==> src/rtl/mem_stage_pkg.sv <==
// mem_stage_pkg: write-back select codes and FSM
// state encodings shared by the MEM pipeline stage.
package mem_stage_pkg;

  localparam logic [1:0] WB_ALU = 2'd0;
  localparam logic [1:0] WB_MEM = 2'd1;
  localparam logic [1:0] WB_PC4 = 2'd2;

  typedef enum logic {
    IDLE = 1'b0,
    BUSY = 1'b1
  } mem_state_t;

endpackage

==> src/rtl/mem_stage.sv <==
// mem_stage: MEM pipeline stage driving a req/ack
// data bus, with stall, alignment and timeout flags.
module mem_stage
  import mem_stage_pkg::*;
#(
  parameter int TIMEOUT = 16,
  parameter int CNT_W   = 5
) (
  input  logic        clk,
  input  logic        reset,
  input  logic        MemWriteMEM,
  input  logic        MemReadMEM,
  input  logic [1:0]  MemtoRegMEM,
  input  logic        RegWriteMEM,
  input  logic [31:0] ALUoutMEM,
  input  logic [31:0] memwritedataMEM,
  input  logic [4:0]  regwriteaddrMEM,
  input  logic [31:0] PCplus4MEM,
  input  logic [31:0] PCMEM,
  output logic        mem_stall,
  output logic        dmem_req,
  output logic        dmem_we,
  output logic [31:0] dmem_addr,
  output logic [31:0] dmem_wdata,
  input  logic [31:0] dmem_rdata,
  input  logic        dmem_ack,
  output logic        RegWriteWB,
  output logic [4:0]  regwriteaddrWB,
  output logic [31:0] regwritedataWB,
  output logic [31:0] PCWB,
  output logic        align_err,
  output logic        bus_err
);

  mem_state_t       r_state;
  logic [CNT_W-1:0] r_cnt;
  logic             r_req;
  logic             r_we;
  logic [31:0]      r_addr;
  logic [31:0]      r_wdata;
  logic             r_rw;
  logic [4:0]       r_rd;
  logic [31:0]      r_wbdata;
  logic [31:0]      r_pcwb;
  logic             r_aerr;
  logic             r_berr;

  logic             w_memop;
  logic             w_misal;
  logic             w_tmo;
  logic [31:0]      w_ldata;
  logic [31:0]      w_wbdata;

  assign w_memop = MemReadMEM | MemWriteMEM;
  assign w_misal = w_memop & (ALUoutMEM[1:0] != 2'b00);
  assign w_tmo   = (r_cnt == CNT_W'(TIMEOUT - 1));

  // A combined read+write is treated as a store.
  assign w_ldata = (MemReadMEM & ~MemWriteMEM)
                 ? dmem_rdata : 32'd0;

  always_comb begin
    w_wbdata = ALUoutMEM;
    case (MemtoRegMEM)
      WB_MEM:  w_wbdata = w_ldata;
      WB_PC4:  w_wbdata = PCplus4MEM;
      default: w_wbdata = ALUoutMEM;
    endcase
  end

  always_comb begin
    mem_stall = 1'b0;
    case (r_state)
      IDLE:    mem_stall = w_memop & ~w_misal;
      BUSY:    mem_stall = ~dmem_ack & ~w_tmo;
      default: mem_stall = 1'b0;
    endcase
  end

  always_ff @(posedge clk) begin
    if (reset) begin
      r_state  <= IDLE;
      r_cnt    <= '0;
      r_req    <= 1'b0;
      r_we     <= 1'b0;
      r_addr   <= 32'd0;
      r_wdata  <= 32'd0;
      r_rw     <= 1'b0;
      r_rd     <= 5'd0;
      r_wbdata <= 32'd0;
      r_pcwb   <= 32'd0;
      r_aerr   <= 1'b0;
      r_berr   <= 1'b0;
    end else begin
      r_aerr <= 1'b0;
      r_berr <= 1'b0;
      case (r_state)
        IDLE: begin
          if (w_memop && !w_misal) begin
            r_req   <= 1'b1;
            r_we    <= MemWriteMEM;
            r_addr  <= {ALUoutMEM[31:2], 2'b00};
            r_wdata <= memwritedataMEM;
            r_cnt   <= '0;
            r_rw    <= 1'b0;
            r_state <= BUSY;
          end else if (w_misal) begin
            r_aerr <= 1'b1;
            r_rw   <= 1'b0;
            r_pcwb <= PCMEM;
          end else begin
            r_rw     <= RegWriteMEM;
            r_rd     <= regwriteaddrMEM;
            r_wbdata <= w_wbdata;
            r_pcwb   <= PCMEM;
          end
        end
        BUSY: begin
          r_cnt <= r_cnt + CNT_W'(1);
          if (dmem_ack) begin
            r_req    <= 1'b0;
            r_rw     <= RegWriteMEM;
            r_rd     <= regwriteaddrMEM;
            r_wbdata <= w_wbdata;
            r_pcwb   <= PCMEM;
            r_state  <= IDLE;
          end else if (w_tmo) begin
            r_req   <= 1'b0;
            r_berr  <= 1'b1;
            r_rw    <= 1'b0;
            r_pcwb  <= PCMEM;
            r_state <= IDLE;
          end
        end
        default: r_state <= IDLE;
      endcase
    end
  end

  assign dmem_req       = r_req;
  assign dmem_we        = r_we;
  assign dmem_addr      = r_addr;
  assign dmem_wdata     = r_wdata;
  assign RegWriteWB     = r_rw;
  assign regwriteaddrWB = r_rd;
  assign regwritedataWB = r_wbdata;
  assign PCWB           = r_pcwb;
  assign align_err      = r_aerr;
  assign bus_err        = r_berr;

endmodule

==> config.mk <==
export PLATFORM = sky130hd
export DESIGN_NAME = mem_stage
export DESIGN_NICKNAME = d
export VERILOG_FILES = /design/src/rtl/mem_stage_pkg.sv /design/src/rtl/mem_stage.sv
export SDC_FILE = /design/constraint.sdc
export NUM_CORES = 1
export LEC_CHECK = 0
export ABC_AREA = 1
export CORE_ASPECT_RATIO = 0.75
export CORE_MARGIN = 8
export CORE_UTILIZATION = 41
export CTS_BUF_LIST = sky130_fd_sc_hd__clkbuf_16
export DETAILED_ROUTE_END_ITERATION = 16
export PLACE_DENSITY_LB_ADDON = 0.05
export SYNTH_ARGS = -nofsm -noshare
export SYNTH_HDL_FRONTEND = slang
export SYNTH_SLANG_ARGS = --single-unit
==> constraint.sdc <==
create_clock -name clk -period 2.05 [get_ports clk]
set_input_delay 0.5125 -clock clk [delete_from_list [all_inputs] [get_ports clk]]
set_output_delay 0.5125 -clock clk [all_outputs]
set_load 0.03 [all_outputs]
==> results.py, run 1 <==
metrics = {
    "grt": {
        "grt_pass1_wl_um": 34900,
        "grt_usage_pct": 22.3,
        "grt_pass1_vias": 6436,
        "grt_max_degree": 56,
        "grt_remaining_overflow": 0,
        "antenna_found_initial": 0,
    },
    "floorplan": {
        "num_rows": 39,
        "design.core.area_mm2": 0.0152,
        "die_area_mm2": 0.0198,
        "io_pins": 312,
        "die_x_um": 160,
        "initial_utilization_pct": 41.8,
        "die_h_um": 124,
    },
    "clock_network": {
        "cts_hold_buf": 0,
        "cts_sinks": 142,
        "clockRootBuffer": "clkbuf_16",
        "cts_max_level": 4,
        "clockBufferDepth": 2,
        "path_clk_slew_ns": 0.06,
        "numCtsBuffers": 17,
        "tritoncts": "built",
        "clkLatencyLatePin_ns": 0.42,
    },
    "worst_hold_path": {
        "hold_depth": 2,
        "hold_path.class": "reg2reg",
        "worstHoldStart": "dmem_req",
    },
    "routing": {
        "drt_pass1_iterations": 5,
        "drc": 0,
        "ant_nets": 0,
        "drt-initial-drc-count": 473,
        "drt-total-wl_um": 22600,
        "num_vias": 6721,
        "via_per_inst": 4.65,
        "avgRoutedWirePerCell_um": 15.7,
    },
    "synth": {
        "netlist_area_mm2": 0.00636,
        "synth_top_area_cell": "dfxtp_1",
        "synth_edf_count": 0,
        "yosysTopAreaCellShare_pct": 44.7,
        "syn_avg_cell_area_um2": 6.91,
        "netlist_instances": 920,
        "ys.warnings.count": 0,
        "synthFlopType": "dfxtp_1",
        "synthArstFlopShare_pct": 0,
        "synth_area_leaders": "dfxtp_1, nand2_1, a21oi_1",
        "synthDistinctLibCells": 25,
        "ys_seq_area_share_pct": 44.7,
        "ys_seq_elements": 142,
    },
    "timing": {
        "rsz0062_at_grt": "true",
        "finalSetupViolCount": 1,
        "min_period_ns": 2.06,
        "drv_slew": 0,
        "worst_pin_slew_ns": 0.682,
        "slew_headroom_pct": 54.6,
        "max_clock_freq_mhz": 486,
        "min_period_over_period_pct": 100,
        "fin_ws_ns": -0.00736,
        "skew_ns": 0.00513,
        "holdWs_ns": 0.439,
        "hold_viol": 0,
    },
    "place": {
        "routabilityCongestion": 0.837,
        "post_dp_cell_area_mm2": 0.00969,
        "dp_hpwl_um": 16200,
        "portBuffers": 309,
        "place_ws_ns": -0.117,
    },
    "critical_path": {
        "startpoint_type": "flip-flop",
        "worstSetupPathType": "reg2out",
        "crit_required_ns": 1.54,
        "r2r_cells": 14,
        "crit_arrival_ns": 1.54,
        "startpoint": "r_cnt[0]",
        "cp-end-kind": "primary output",
        "worst_r2r_startpoint": "r_cnt[0]",
        "r2r_slack_ns": 0.06,
        "crit_fanout": 2,
    },
    "finish": {
        "layout.cells.most_common": "clkdlybuf4s50_1",
        "final_cell_mix": "clkdlybuf4s50_1, nand2_1, dfxtp_1, inv_1, a21oi_1",
        "nets": 1403,
        "finalInstanceArea_mm2": 0.0105,
        "fin_util_pct": 68.7,
        "n_antenna_cell": 0,
        "drive_above_1_share_pct": 7.59,
        "syn_to_final_growth_pct": 64.6,
    },
    "flow_run": {
        "drv_cap": 0,
    },
    "pwr": {
        "p_leak_uw": 0.00454,
        "ir_worst_vdd_mv": 0.497,
        "total_power_uw": 8030,
        "powerDensity_mw_per_mm2": 768,
    },
    "outcome": {
        "outcome": "finished with violations",
        "violations": "setup timing",
    },
}
[worst max-delay path, stage by stage, from the launching register on]
cell,delay (ns)
dfxtp_2,0.33
ha_4,0.17
nand2_4,0.08
nor2_4,0.04
ha_4,0.15
inv_2,0.05
nand3_2,0.07
nand2_2,0.10
buf_6,0.13
[flip-flops by register name (all words and copies together) (netlist names)]
name / flops
PCWB: 32
dmem_wdata: 32
regwritedataWB: 32
dmem_addr: 30
r_cnt: 5
regwriteaddrWB: 5
RegWriteWB: 1
align_err: 1
bus_err: 1
dmem_req: 1
dmem_we: 1
r_state: 1
[logic make-up after synthesis]
group                    share of synthesized area (%)
other                                           0.0590
flip-flops                                        44.7
adder cells (fa/ha/maj)                          0.787
buffers and inverters                             13.9
AND/OR/NAND/NOR                                   24.6
AO/OA/AOI/OAI                                     16.0
[cell usage after synthesis (all sizes together) (4+ instances only)]
| library cell | n |
|---|---|
| nand2 | 211 |
| dfxtp | 142 |
| inv | 142 |
| a21oi | 133 |
| nor2 | 82 |
| o21ai | 70 |
| buf | 41 |
| nand3 | 35 |
| nand3b | 32 |
| clkbuf | 23 |
| ha | 4 |
[final timing paths]
path | endpoint
setup / recovery | mem_stall
setup reg to reg | r_cnt[2]
hold reg to reg | dmem_req
hold / removal | dmem_req
[where the power goes]
part	switching [uW]	internal [uW]	total (uW)	leakage, uW
Combinational	997	870	1870	0.00309
Clock	1210	1900	3120	0.000278
Sequential	94.0	2950	3050	0.00117
[per-layer routing]
| metal | GRT usage, % | part of all wire, % |
|---|---|---|
| met5 | 0 | 0 |
| met4 | 7.57 | 2.0 |
| met3 | 9.64 | 9.0 |
| met2 | 36.0 | 46 |
| met1 | 26.5 | 43 |
[area by class of cell]
class,count,area [um2]
Clock buffer,17,425
Clock inverter,15,170
Fill cell,1347,4760
Inverter,142,536
Multi-Input combinational cell,573,2700
Sequential cell,142,2850
Tap cell,205,256
Timing Repair Buffer,350,3530
[metrics by stage]
stage,TNS [ns],cells
after global routing,-0.0791,1444
after floorplan,0,921
after CTS,-0.0202,1444
after global placement,-2.43,1397
after detailed placement,-3.36,1397
final,-0.00736,1444
[what timing repair did]
action                     in CTS  in global routing
gates resized for setup        11                  9
pin swaps                       5                  4
setup buffers                  15                  1
setup endpoints to repair       1                  4
Note: power is estimated with default switching activity, not from simulation.
==> inputs of run 2 (changes only) <==
--- a/config.mk
+++ b/config.mk
@@ -12,6 +12,7 @@
 export CTS_BUF_LIST = sky130_fd_sc_hd__clkbuf_16
 export DETAILED_ROUTE_END_ITERATION = 16
 export PLACE_DENSITY_LB_ADDON = 0.05
+export SKIP_LAST_GASP = 1
 export SYNTH_ARGS = -nofsm -noshare
 export SYNTH_HDL_FRONTEND = slang
 export SYNTH_SLANG_ARGS = --single-unit
==> run 2 against run 1 <==
  * The run still ends with setup timing left
  * Worst setup slack lost 0.00077 ns
  * Flip-flop and latch count stayed put
  * Cell area barely moved
  * Sequential share of layout area is essentially flat
  * Register-to-register slack worse by 0.02 ns
  * Largest power group unchanged
==> results.py, run 2 (synthesis results as in run 1) <==
metrics = {
    "finish": {
        "syn_to_final_growth_pct": 64.5,
        "ff_latch_area_mm2": 0.00285,
        "n_antenna_cell": 0,
        "multi_input_area_mm2": 0.00270,
        "layout.cells.most_common": "clkdlybuf4s50_1",
        "fillers": 1349,
        "nets": 1403,
        "drive_above_1_share_pct": 7.59,
        "final_cell_mix": "clkdlybuf4s50_1, nand2_1, dfxtp_1, inv_1, a21oi_1",
    },
    "routing": {
        "via_per_inst": 4.66,
        "drt-total-wl_um": 22600,
        "ant_nets": 0,
        "drt-initial-drc-count": 448,
        "avgRoutedWirePerCell_um": 15.7,
        "num_vias": 6727,
        "drt_pass1_iterations": 5,
        "drc": 0,
    },
    "critical_path": {
        "crit_required_ns": 1.54,
        "r2r_slack_ns": 0.04,
        "endpoint": "mem_stall",
        "r2r_end": "r_cnt[2]",
        "cp-end-kind": "primary output",
        "crit_arrival_ns": 1.55,
        "startpoint": "r_cnt[0]",
        "worstSetupPathType": "reg2out",
        "startpoint_type": "flip-flop",
        "r2r_cells": 14,
        "worst_r2r_startpoint": "r_cnt[0]",
        "crit_fanout": 2,
    },
    "clock_network": {
        "cts_max_level": 4,
        "clockRootBuffer": "clkbuf_16",
        "cts_hold_buf": 0,
        "clkLatencyLatePin_ns": 0.41,
        "numCtsBuffers": 17,
        "cts_sinks": 142,
        "tritoncts": "built",
        "clockBufferDepth": 2,
        "path_clk_slew_ns": 0.06,
    },
    "floorplan": {
        "die_area_mm2": 0.0198,
        "io_pins": 312,
        "num_rows": 39,
        "die_x_um": 160,
        "die_h_um": 124,
        "initial_utilization_pct": 41.8,
        "design.core.area_mm2": 0.0152,
    },
    "timing": {
        "tns_ns": -0.00813,
        "skew_ns": 0.00596,
        "finalSetupViolCount": 1,
        "max_clock_freq_mhz": 486,
        "min_period_ns": 2.06,
        "slew_headroom_pct": 53.2,
        "fin_ws_ns": -0.00813,
        "drv_slew": 0,
        "holdWs_ns": 0.439,
        "rsz0062_at_grt": "true",
        "worst_pin_slew_ns": 0.702,
        "hold_viol": 0,
        "min_period_over_period_pct": 100,
    },
    "pwr": {
        "ir_worst_vdd_mv": 0.495,
        "powerDensity_mw_per_mm2": 767,
        "p_sw_share_pct": 28.6,
        "seq_power_share_pct": 38.0,
        "p_int_uw": 5730,
        "p_leak_uw": 0.00454,
        "pwr-share-clk_pct": 38.8,
        "p_switching_uw": 2300,
        "combPwrFrac_pct": 23.3,
    },
    "grt": {
        "grt_remaining_overflow": 0,
        "grt_pass1_vias": 6436,
        "grt_max_degree": 56,
        "grt_usage_pct": 22.3,
        "antenna_found_initial": 0,
        "grt_pass1_wl_um": 34900,
    },
    "flow_run": {
        "drv_cap": 0,
    },
    "place": {
        "portBuffers": 309,
        "place_ws_ns": -0.117,
        "dp_hpwl_um": 16200,
        "routabilityCongestion": 0.837,
    },
    "outcome": {
        "outcome": "finished with violations",
        "violations": "setup timing",
    },
    "worst_hold_path": {
        "worstHoldStart": "dmem_req",
        "hold_path.class": "reg2reg",
    },
}
-- run 2: cell counts in the layout (fill, tap and decap cells not counted) --
Identical to the previous run, type by type.
-- run 2: final cells by class --
| class | count | area share, % |
|---|---|---|
| clock buffers | 17 | 4.07 |
| clock inverters | 15 | 1.63 |
| inverters | 142 | 5.12 |
| multi-input cells | 573 | 25.8 |
| flip-flops and latches | 142 | 27.2 |
| well taps | 205 | 2.45 |
| repair buffers | 350 | 33.7 |
-- run 2: per-stage QoR --
step | instances | utilization [%] | power, uW | cell area [um2]
after global routing | 1444 | 68.7 | 8410 | 10500
after floorplan | 921 | - | 4060 | 6360
after CTS | 1444 | 68.5 | 8110 | 10400
after detailed placement | 1397 | 63.6 | 4970 | 9690
after global placement | 1397 | 63.6 | 4950 | 9690
final | 1444 | 68.7 | 8030 | 10500
-- run 2: per-layer routing --
metal	vias to the layer above	routed length (um)	GRT usage (%)
met1	2999	9790	26.5
met3	28	2000	9.64
met2	222	10400	36.0
met4	0	459	7.57
li1	3478	-	-
met5	-	0	0
-- run 2: repair_timing --
| item | CTS | global route |
|---|---|---|
| setup buffers | 15 | 1 |
| gates resized for setup | 11 | 8 |
| setup endpoints to repair | 1 | 4 |
| pin swaps | 5 | 4 |
| hold endpoints to repair | 0 | 0 |
-- run 2: how the worst min path moves through the flow --
stage                endpoint  slack (ns)  cells past startpoint
6_report             dmem_req        0.44                      2
5_1_grt        dmem_wdata[25]        0.46                      2
3_3_place_gp         dmem_req        0.43                      2
3_5_place_dp   dmem_wdata[30]        0.44                      2
2_1_floorplan        r_cnt[4]        0.44                      2
4_1_cts              dmem_req        0.45                      2
-- run 2: power by group through the flow --
stage	sequential (uW)	clock [uW]	combinational [uW]
6_report	3050	3110	1870
5_1_grt	3070	3320	2020
4_1_cts	3050	3180	1880
3_5_place_dp	3110	0	1860
3_3_place_gp	3100	0	1850
2_1_floorplan	3470	0	582
-- run 2: worst max-delay path: stages (launching register included) --
cell and delay, ns:
dfxtp_2 0.33, ha_4 0.17, nand2_4 0.08, nor2_4 0.04, ha_4 0.15, inv_2 0.05, nand3_2 0.07, nand2_2 0.10
buf_6 0.13
==> inputs of run 3 (changes only) <==
==> constraint.sdc (replaced) <==
create_clock -name clk -period 2.05 [get_ports clk]
set_input_delay 0.3075 -clock clk [delete_from_list [all_inputs] [get_ports clk]]
set_output_delay 0.3075 -clock clk [all_outputs]
set_load 0.03 [all_outputs]
==> run 3 against run 2 <==
  * The flow now finishes without violations
  * Wire length down 0.88%
  * Register-to-register slack better by 0.24 ns
  * Largest cell class unchanged
  * Critical path depth unchanged
  * Cell area down 2.5%
  * Clock skew up 0.0014 ns
  * Core utilization down 1.7 points
  * Power up 1.5%
  * Critical path type unchanged
  * Maximum frequency up 7.0%
  * First-iteration DRC count up 6.0%
  * Critical endpoint unchanged
==> results.py, run 3 (synthesis results as in run 1) <==
metrics = {
    "routing": {
        "avgRoutedWirePerCell_um": 15.8,
        "drt_pass1_iterations": 5,
        "drc": 0,
        "ant_nets": 0,
        "drt-initial-drc-count": 475,
        "num_vias": 6639,
        "via_per_inst": 4.68,
        "drt-total-wl_um": 22400,
    },
    "clock_network": {
        "tritoncts": "built",
        "clockRootBuffer": "clkbuf_16",
        "cts_sinks": 142,
        "numCtsBuffers": 17,
        "cts_hold_buf": 0,
        "path_clk_slew_ns": 0.06,
        "cts_max_level": 4,
        "clockBufferDepth": 2,
        "clkLatencyLatePin_ns": 0.42,
    },
    "worst_hold_path": {
        "hold_path.class": "in2reg",
        "worstHoldStart": "reset",
        "min_to": "PCWB[3]",
        "hold_depth": 5,
    },
    "critical_path": {
        "crit_arrival_ns": 1.62,
        "path_common_cell": "nand2_2",
        "worstSetupPathType": "reg2out",
        "startpoint_type": "flip-flop",
        "cpPeakStageDelay_ns": 0.33,
        "crit_slowest_cell": "dfxtp_2",
        "cp-end-kind": "primary output",
        "crit_required_ns": 1.74,
        "r2r_cells": 10,
        "r2r_end": "PCWB[31]",
        "crit_fanout": 3,
        "r2r_slack_ns": 0.28,
        "worst_r2r_startpoint": "r_cnt[1]",
        "path_cells": "ha_2 -> nand2_2 -> nor2_2 -> ha_1 -> inv_1 -> nand3_2 -> nand2_2 -> buf_6",
    },
    "grt": {
        "grt_max_degree": 100,
        "antenna_found_initial": 0,
        "grt_pass1_wl_um": 34600,
        "grt_remaining_overflow": 0,
        "grt_pass1_vias": 6271,
        "grt_usage_pct": 22.1,
    },
    "place": {
        "dp_hpwl_um": 16000,
        "routabilityCongestion": 0.848,
        "portBuffers": 309,
    },
    "floorplan": {
        "initial_utilization_pct": 41.8,
        "io_pins": 312,
        "num_rows": 39,
        "design.core.area_mm2": 0.0152,
        "die_area_mm2": 0.0198,
        "die_x_um": 160,
        "die_h_um": 124,
    },
    "timing": {
        "min_period_ns": 1.92,
        "slew_headroom_pct": 54.5,
        "tns_ns": 0,
        "worst_pin_slew_ns": 0.683,
        "finalSetupViolCount": 0,
        "skew_ns": 0.00735,
        "max_clock_freq_mhz": 520,
        "min_period_over_period_pct": 93.9,
        "drv_slew": 0,
        "hold_viol": 0,
        "rsz0062_at_grt": "false",
    },
    "flow_run": {
        "drv_cap": 0,
    },
    "finish": {
        "nets": 1377,
        "layout.cells.most_common": "clkdlybuf4s50_1",
        "drive_above_1_share_pct": 5.36,
        "multi_input_area_mm2": 0.00266,
        "ff_latch_area_mm2": 0.00284,
        "fin_util_pct": 67.0,
        "fillers": 1391,
        "syn_to_final_growth_pct": 60.4,
        "final_cell_mix": "clkdlybuf4s50_1, nand2_1, dfxtp_1, inv_1, a21oi_1",
    },
    "outcome": {
        "outcome": "completed",
    },
    "pwr": {
        "powerDensity_mw_per_mm2": 798,
        "ir_worst_vdd_mv": 0.553,
        "p_leak_uw": 0.00438,
    },
}
==> run 3: cell types whose count changed in the layout (fill, tap and decap cells not counted), moves of 3 or more <==
cell        change
buf_12          -3
clkinvlp_4      -3
clkinv_2        +3
buf_4          -22
==> run 3: power by group <==
part	switching [uW]	internal, uW
Clock	1240	2030
Combinational	987	841
Sequential	93.9	2950
Total	2320	5830
==> run 3: area by class of cell <==
class                           count  area share (%)
Timing Repair Buffer              324            32.2
Sequential cell                   142            27.9
Multi-Input combinational cell    573            26.0
Inverter                          142            5.25
Clock buffer                       17            4.17
Tap cell                          205            2.51
Clock inverter                     15            1.90
Antenna cell                        1          0.0245
==> run 3: worst max path at each step <==
stage                        start                  to  slack (ns)  depth (start not counted)
floorplan                 r_cnt[0]            PCWB[12]        0.28                         11
global placement    MemtoRegMEM[1]  regwritedataWB[21]        0.08                          6
detailed placement  MemtoRegMEM[0]  regwritedataWB[17]        0.08                          7
CTS                       r_cnt[0]           mem_stall        0.03                          8
global route              r_cnt[0]           mem_stall        0.03                          8
finish                    r_cnt[0]           mem_stall        0.13                          8
==> run 3: critical path: cells and delay by family (launching register included) <==
family                     cells  cell delay, ns
DFF                            1            0.33
adders and majority gates      2            0.35
and+or+nand+nor                4            0.32
buffers and inverters          2            0.22
==> run 3: what timing repair did <==
action | 4_1_cts | 5_1_grt
setup endpoints to repair | 0 | 7
resized for setup | 0 | 6
setup buffers | 0 | 0
==> run 3: metal layers <==
layer  track usage (%)  vias to the layer above  routed length (um)
met3              8.78                       37                2040
met1              26.6                     2943                9660
li1                  -                     3422                   -
met5                 0                        -                   0
met2              35.0                      237               10100
met4              9.37                        0                 635
==> run 3: through the flow <==
step	hold WS, ns	worst slack (ns)	cells	cell area (um2)	total power, uW
floorplan	0.385	0.281	921	6360	4060
global placement	0.430	0.0808	1386	9570	4920
detailed placement	0.434	0.0785	1386	9570	4940
CTS	0.403	0.0318	1418	10200	8240
global route	0.432	0.0256	1418	10200	8520
finish	0.421	0.126	1419	10200	8150
==> patch 1, RTL diff (settings of run 1) <==
Put one more register stage on the output `bus_err`. The value now appears one clock later. The other outputs are not delayed to match.
--- a/src/rtl/mem_stage.sv
+++ b/src/rtl/mem_stage.sv
@@ -148,3 +148,5 @@
   assign align_err      = r_aerr;
-  assign bus_err        = r_berr;
+  always_ff @(posedge clk) begin
+    bus_err <= r_berr;
+  end
 
Check against the original RTL: no difference found for any inputs over 4 cycles, from zero or initial values and one cycle with reset high; that may be too few to reach the edited logic, so the function may still have changed.
==> patch 1 against run 1 <==
The run still ends with setup timing left; routed wire length is 2.3% lower; sequential cell count increased by 1; power is 0.49% higher; clock skew rose by 3.4 ps; sequential power hardly changed; synthesized area is 0.31% higher; first-iteration DRC count fell by 25%; design area rose by 0.21%; critical path depth did not move; worst hold slack lost 110 ps; via count decreased by 0.30%; setup slack worse by 16 ps; critical path type unchanged; largest power group unchanged.
==> patch 1: results (changes against run 1) <==
| Metric | Value |
|---|---|
| Status | finished with violations |
| Failing checks | setup timing |
| Leakage power figure | 0.00455 uW (+0.26%) |
| First-pass GRT wire length | 33800 um (-3.1%) |
| Total track usage | 0.215 (-0.00764) |
| Skew final | 8.49 ps (+3.36 ps) |
| Ranking of synthesized cells by area | dfxtp_1, nand2_1, a21oi_1, inv_1, o21ai_0 |
| Post-synthesis sequential area ratio | 0.449 (+0.00174) |
| Ys flop type | dfxtp_1 |
| WL per Instance | 15.3 um (-2.3%) |
| Dpl ws | -78.2 ps (+39.1 ps) |
| PnR worst setup slack | -23.5 ps (-16.2 ps) |
| Crit path DAT | 1560 ps (+20 ps) |
| Routability cong. | 0.833 (-0.51%) |
| Largest net degree at the start of global routing | 50 (-11%) |
| DP Wirelength | 16600 um (+2.4%) |
| Global Route met1 Usage | 0.251 (-0.0140) |
| Port buffer count | 309 (unchanged) |
| Setup TNS | -23.5 ps (-16.2 ps) |
| # setup viols final | 1 (unchanged) |
| Crit-path slowest cell | dfxtp_4 |
| Worst vdd ir | 698 uV (+41%) |
| Synth warnings | 0 (unchanged) |
| GRT met3 Usage | 0.0951 (-0.00132) |
| Commonest cells post-synth | nand2_1, dfxtp_1, inv_1 |
| Fillers | 1319 (-2.1%) |
| Rel. slew slack | 0.601 (+0.0558) |
| Layout cells sized above 1 | 0.0718 (-0.00404) |
| Via count | 6701 (-0.30%) |
| Vias in the first global route | 6312 (-1.9%) |
-- patch 1: cell types whose count changed in the layout (fill, tap and decap cells not counted), moves of 2 or more --
cell	delta
dfxtp_4	+2
buf_6	-2
buf_12	+3
buf_4	-2
dfxtp_2	-2
clkinvlp_4	-2
-- patch 1: per-stage QoR --
stage | utilization | cell area (sq um) | power [uW] | std cells
floorplan | - | 6380 | 4080 | 922
global placement | 0.645 | 9820 | 4990 | 1407
detailed placement | 0.645 | 9820 | 5010 | 1407
CTS | 0.687 | 10500 | 8150 | 1441
global route | 0.689 | 10500 | 8430 | 1444
finish | 0.689 | 10500 | 8070 | 1444
-- patch 1: report_power, final --
| part | leakage [uW] | internal (uW) | total, uW | switching, uW |
|---|---|---|---|---|
| Combinational | 0.00309 | 890 | 1880 | 995 |
| Sequential | 0.00118 | 2970 | 3060 | 92.9 |
| Clock | 0.000286 | 1910 | 3120 | 1220 |
-- patch 1: cell type report --
| cell class | instances | area (sq um) | area share |
|---|---|---|---|
| repair buffers | 349 | 3560 | 0.340 |
| flip-flops and latches | 143 | 2870 | 0.274 |
| multi-input cells | 573 | 2670 | 0.255 |
| inverters | 142 | 536 | 0.0511 |
| clock buffers | 17 | 425 | 0.0406 |
| well taps | 205 | 256 | 0.0245 |
| clock inverters | 15 | 169 | 0.0161 |
-- patch 1: worst paths after layout --
check,cells after the start,startpoint,endpoint,slack (ps)
max,8,r_cnt[0]$_SDFFE_PP0P_,mem_stall,-20
min,0,r_berr$_SDFF_PP0_,bus_err$_DFF_P_,330
max reg2reg,11,r_cnt[0]$_SDFFE_PP0P_,PCWB[27]$_SDFFE_PP0P_,160
min reg2reg,0,r_berr$_SDFF_PP0_,bus_err$_DFF_P_,330
-- patch 1: per-layer routing --
layer / wire [um] / share of wire
met3: 2230 / 0.10
met1: 9270 / 0.42
met5: 0 / 0
met2: 10100 / 0.46
met4: 432 / 0.020
-- patch 1: worst max-delay path, delay by kind of cell, from the launching register on --
kind | cells | cell delay, ps
adders and majority gates | 2 | 330
buffers and inverters | 2 | 190
and+or+nand+nor | 4 | 290
DFF | 1 | 350
-- patch 1: timing repair --
| item | CTS | global route |
|---|---|---|
| pin swaps | 3 | 1 |
| buffers inserted | 2 | 3 |
| gates resized for setup | 10 | 4 |
| hold endpoints to repair | 0 | 0 |
| cloned | 0 | 0 |
| setup endpoints to repair | 1 | 3 |
-- patch 1: logic make-up after synthesis --
| group | share of synthesized area |
|---|---|
| AO/OA/AOI/OAI | 0.159 |
| adder cells (fa/ha/maj) | 0.00784 |
| buffers and inverters | 0.138 |
| flip-flops | 0.449 |
| other | 0.000588 |
| AND/OR/NAND/NOR | 0.246 |
==> patch 2, RTL diff (settings of run 1) <==
Made on the original files. Change the parameter `CNT_W` from 5 to 10.
--- a/src/rtl/mem_stage.sv
+++ b/src/rtl/mem_stage.sv
@@ -6,3 +6,3 @@
   parameter int TIMEOUT = 16,
-  parameter int CNT_W   = 5
+  parameter int CNT_W   = 10
 ) (
Formal check against the unedited RTL: same outputs for any inputs over 4 cycles, from zero or initial values and one cycle with reset high; that may be too few to reach the edited logic, so the function may still have changed.
==> patch 2 against run 1 <==
Sequential cell count grew 5; design area decreased by 1.8%; sequential share of layout area grew 1.5 points; setup slack better by 34 ps; routed wire length down 1.5%; synthesized area shrank 1.4%; power fell by 1.8%; sequential power up 3%; critical path depth shrank 3; count of clock-buffer cells in the layout unchanged; critical path type is now in2out; critical endpoint unchanged; largest cell class unchanged.
==> patch 2: results (changes against run 1) <==
| Metric | Value |
|---|---|
| Total track usage | 0.221 (-0.00159) |
| Ranking of synthesized cells by area | dfxtp_1, nand2_1, a21oi_1, o21ai_0, nor2_1 |
| Placed Area | 9660 sq um (-0.31%) |
| Largest net degree at the start of global routing | 79 (+41%) |
| Final wirelength | 22300 um (-1.5%) |
| Via density | 4.82 (+3.6%) |
| Layout cells sized above 1 | 0.0688 (-0.00710) |
| Status | complete, no violations |
| Leakage power figure | 0.00412 uW (-9.3%) |
| Commonest cells post-synth | nand2_1, a21oi_1, dfxtp_1 |
| Vias in the first global route | 6410 (-0.40%) |
| Crit path max-delay family | buffers and inverters |
| DP Wirelength | 16400 um (+0.96%) |
| DRT iter0 DRCs | 438 (-7.4%) |
| Compound-Gate Fraction of Synth Area | 0.201 (+0.0415) |
| Fillers | 1294 (-3.9%) |
| Worst vdd ir | 604 uV (+22%) |
| Post-synth cell types | 24 (-4.0%) |
| Crit-path slowest cell | clkdlybuf4s50_1 |
| Routability cong. | 0.812 (-3.0%) |
| Nets | 1371 (-2.3%) |
| Dpl ws | -134 ps (-16.7 ps) |
| Skew final | 9.42 ps (+4.30 ps) |
| Post-synthesis sequential area ratio | 0.469 (+0.0221) |
| Sw frac | 0.285 (-0.00194) |
-- patch 2: area by class of cell --
class,instances,area share
Tap cell,205,0.0249
Sequential cell,147,0.286
Clock inverter,14,0.0138
Clock buffer,17,0.0414
Inverter,48,0.0175
Timing Repair Buffer,346,0.338
Multi-Input combinational cell,635,0.277
-- patch 2: cells by family (layout without fill, tap and decap cells) --
| group | count (synthesis) | in the layout |
|---|---|---|
| buf+inv | 118 | 425 |
| flops | 147 | 147 |
| other cells | 1 | 2 |
| fa+ha+maj | 3 | 3 |
| compound gates | 249 | 249 |
| simple gates | 381 | 381 |
-- patch 2: layer usage --
layer | track usage | up-vias | routed length [um]
met4 | 0.0807 | 0 | 510
met5 | 0 | - | 0
met2 | 0.357 | 224 | 10200
met3 | 0.0788 | 27 | 1800
met1 | 0.271 | 3057 | 9760
li1 | - | 3500 | -
-- patch 2: what timing repair did --
action / in CTS / in global routing
gates resized for setup: 7 / 4
buffers inserted: 2 / 0
pin swaps: 2 / 3
endpoints found under the setup margin: 1 / 1
-- patch 2: worst reg2reg max path, cell delays in order, from the launching register on --
cell	delay, ps
dfxtp_1	340
nor2_1	190
nand3_2	180
o21bai_4	160
buf_4	130
buf_4	180
buf_4	220
nand3_1	110
nand2_1	80
nor2_1	40
-- patch 2: power groups by stage --
stage | Combinational, uW | Sequential, uW | Clock, uW
floorplan | 507 | 3540 | 0
global placement | 1750 | 3180 | 0
detailed placement | 1760 | 3190 | 0
CTS | 1770 | 3130 | 3060
global route | 1900 | 3150 | 3190
finish | 1760 | 3130 | 3000
-- patch 2: path summary, 6_finish.rpt --
kind / start / end / slack (ps) / cells past startpoint
setup / recovery: dmem_ack / mem_stall / 30 / 5
hold / removal: dmem_addr[19]$_SDFFE_PP0P_ / dmem_addr[19]$_SDFFE_PP0P_ / 460 / 2
setup reg to reg: r_cnt[5]$_SDFFE_PP0P_ / PCWB[7]$_SDFFE_PP0P_ / 310 / 9
hold reg to reg: dmem_addr[19]$_SDFFE_PP0P_ / dmem_addr[19]$_SDFFE_PP0P_ / 460 / 2
-- patch 2: metrics by stage --
stage | cells | utilization | hold slack (ps)
final | 1412 | 0.682 | 461
after global routing | 1412 | 0.682 | 479
after CTS | 1412 | 0.681 | 463
after detailed placement | 1379 | 0.640 | 454
after global placement | 1379 | 0.640 | 449
after floorplan | 900 | - | 448
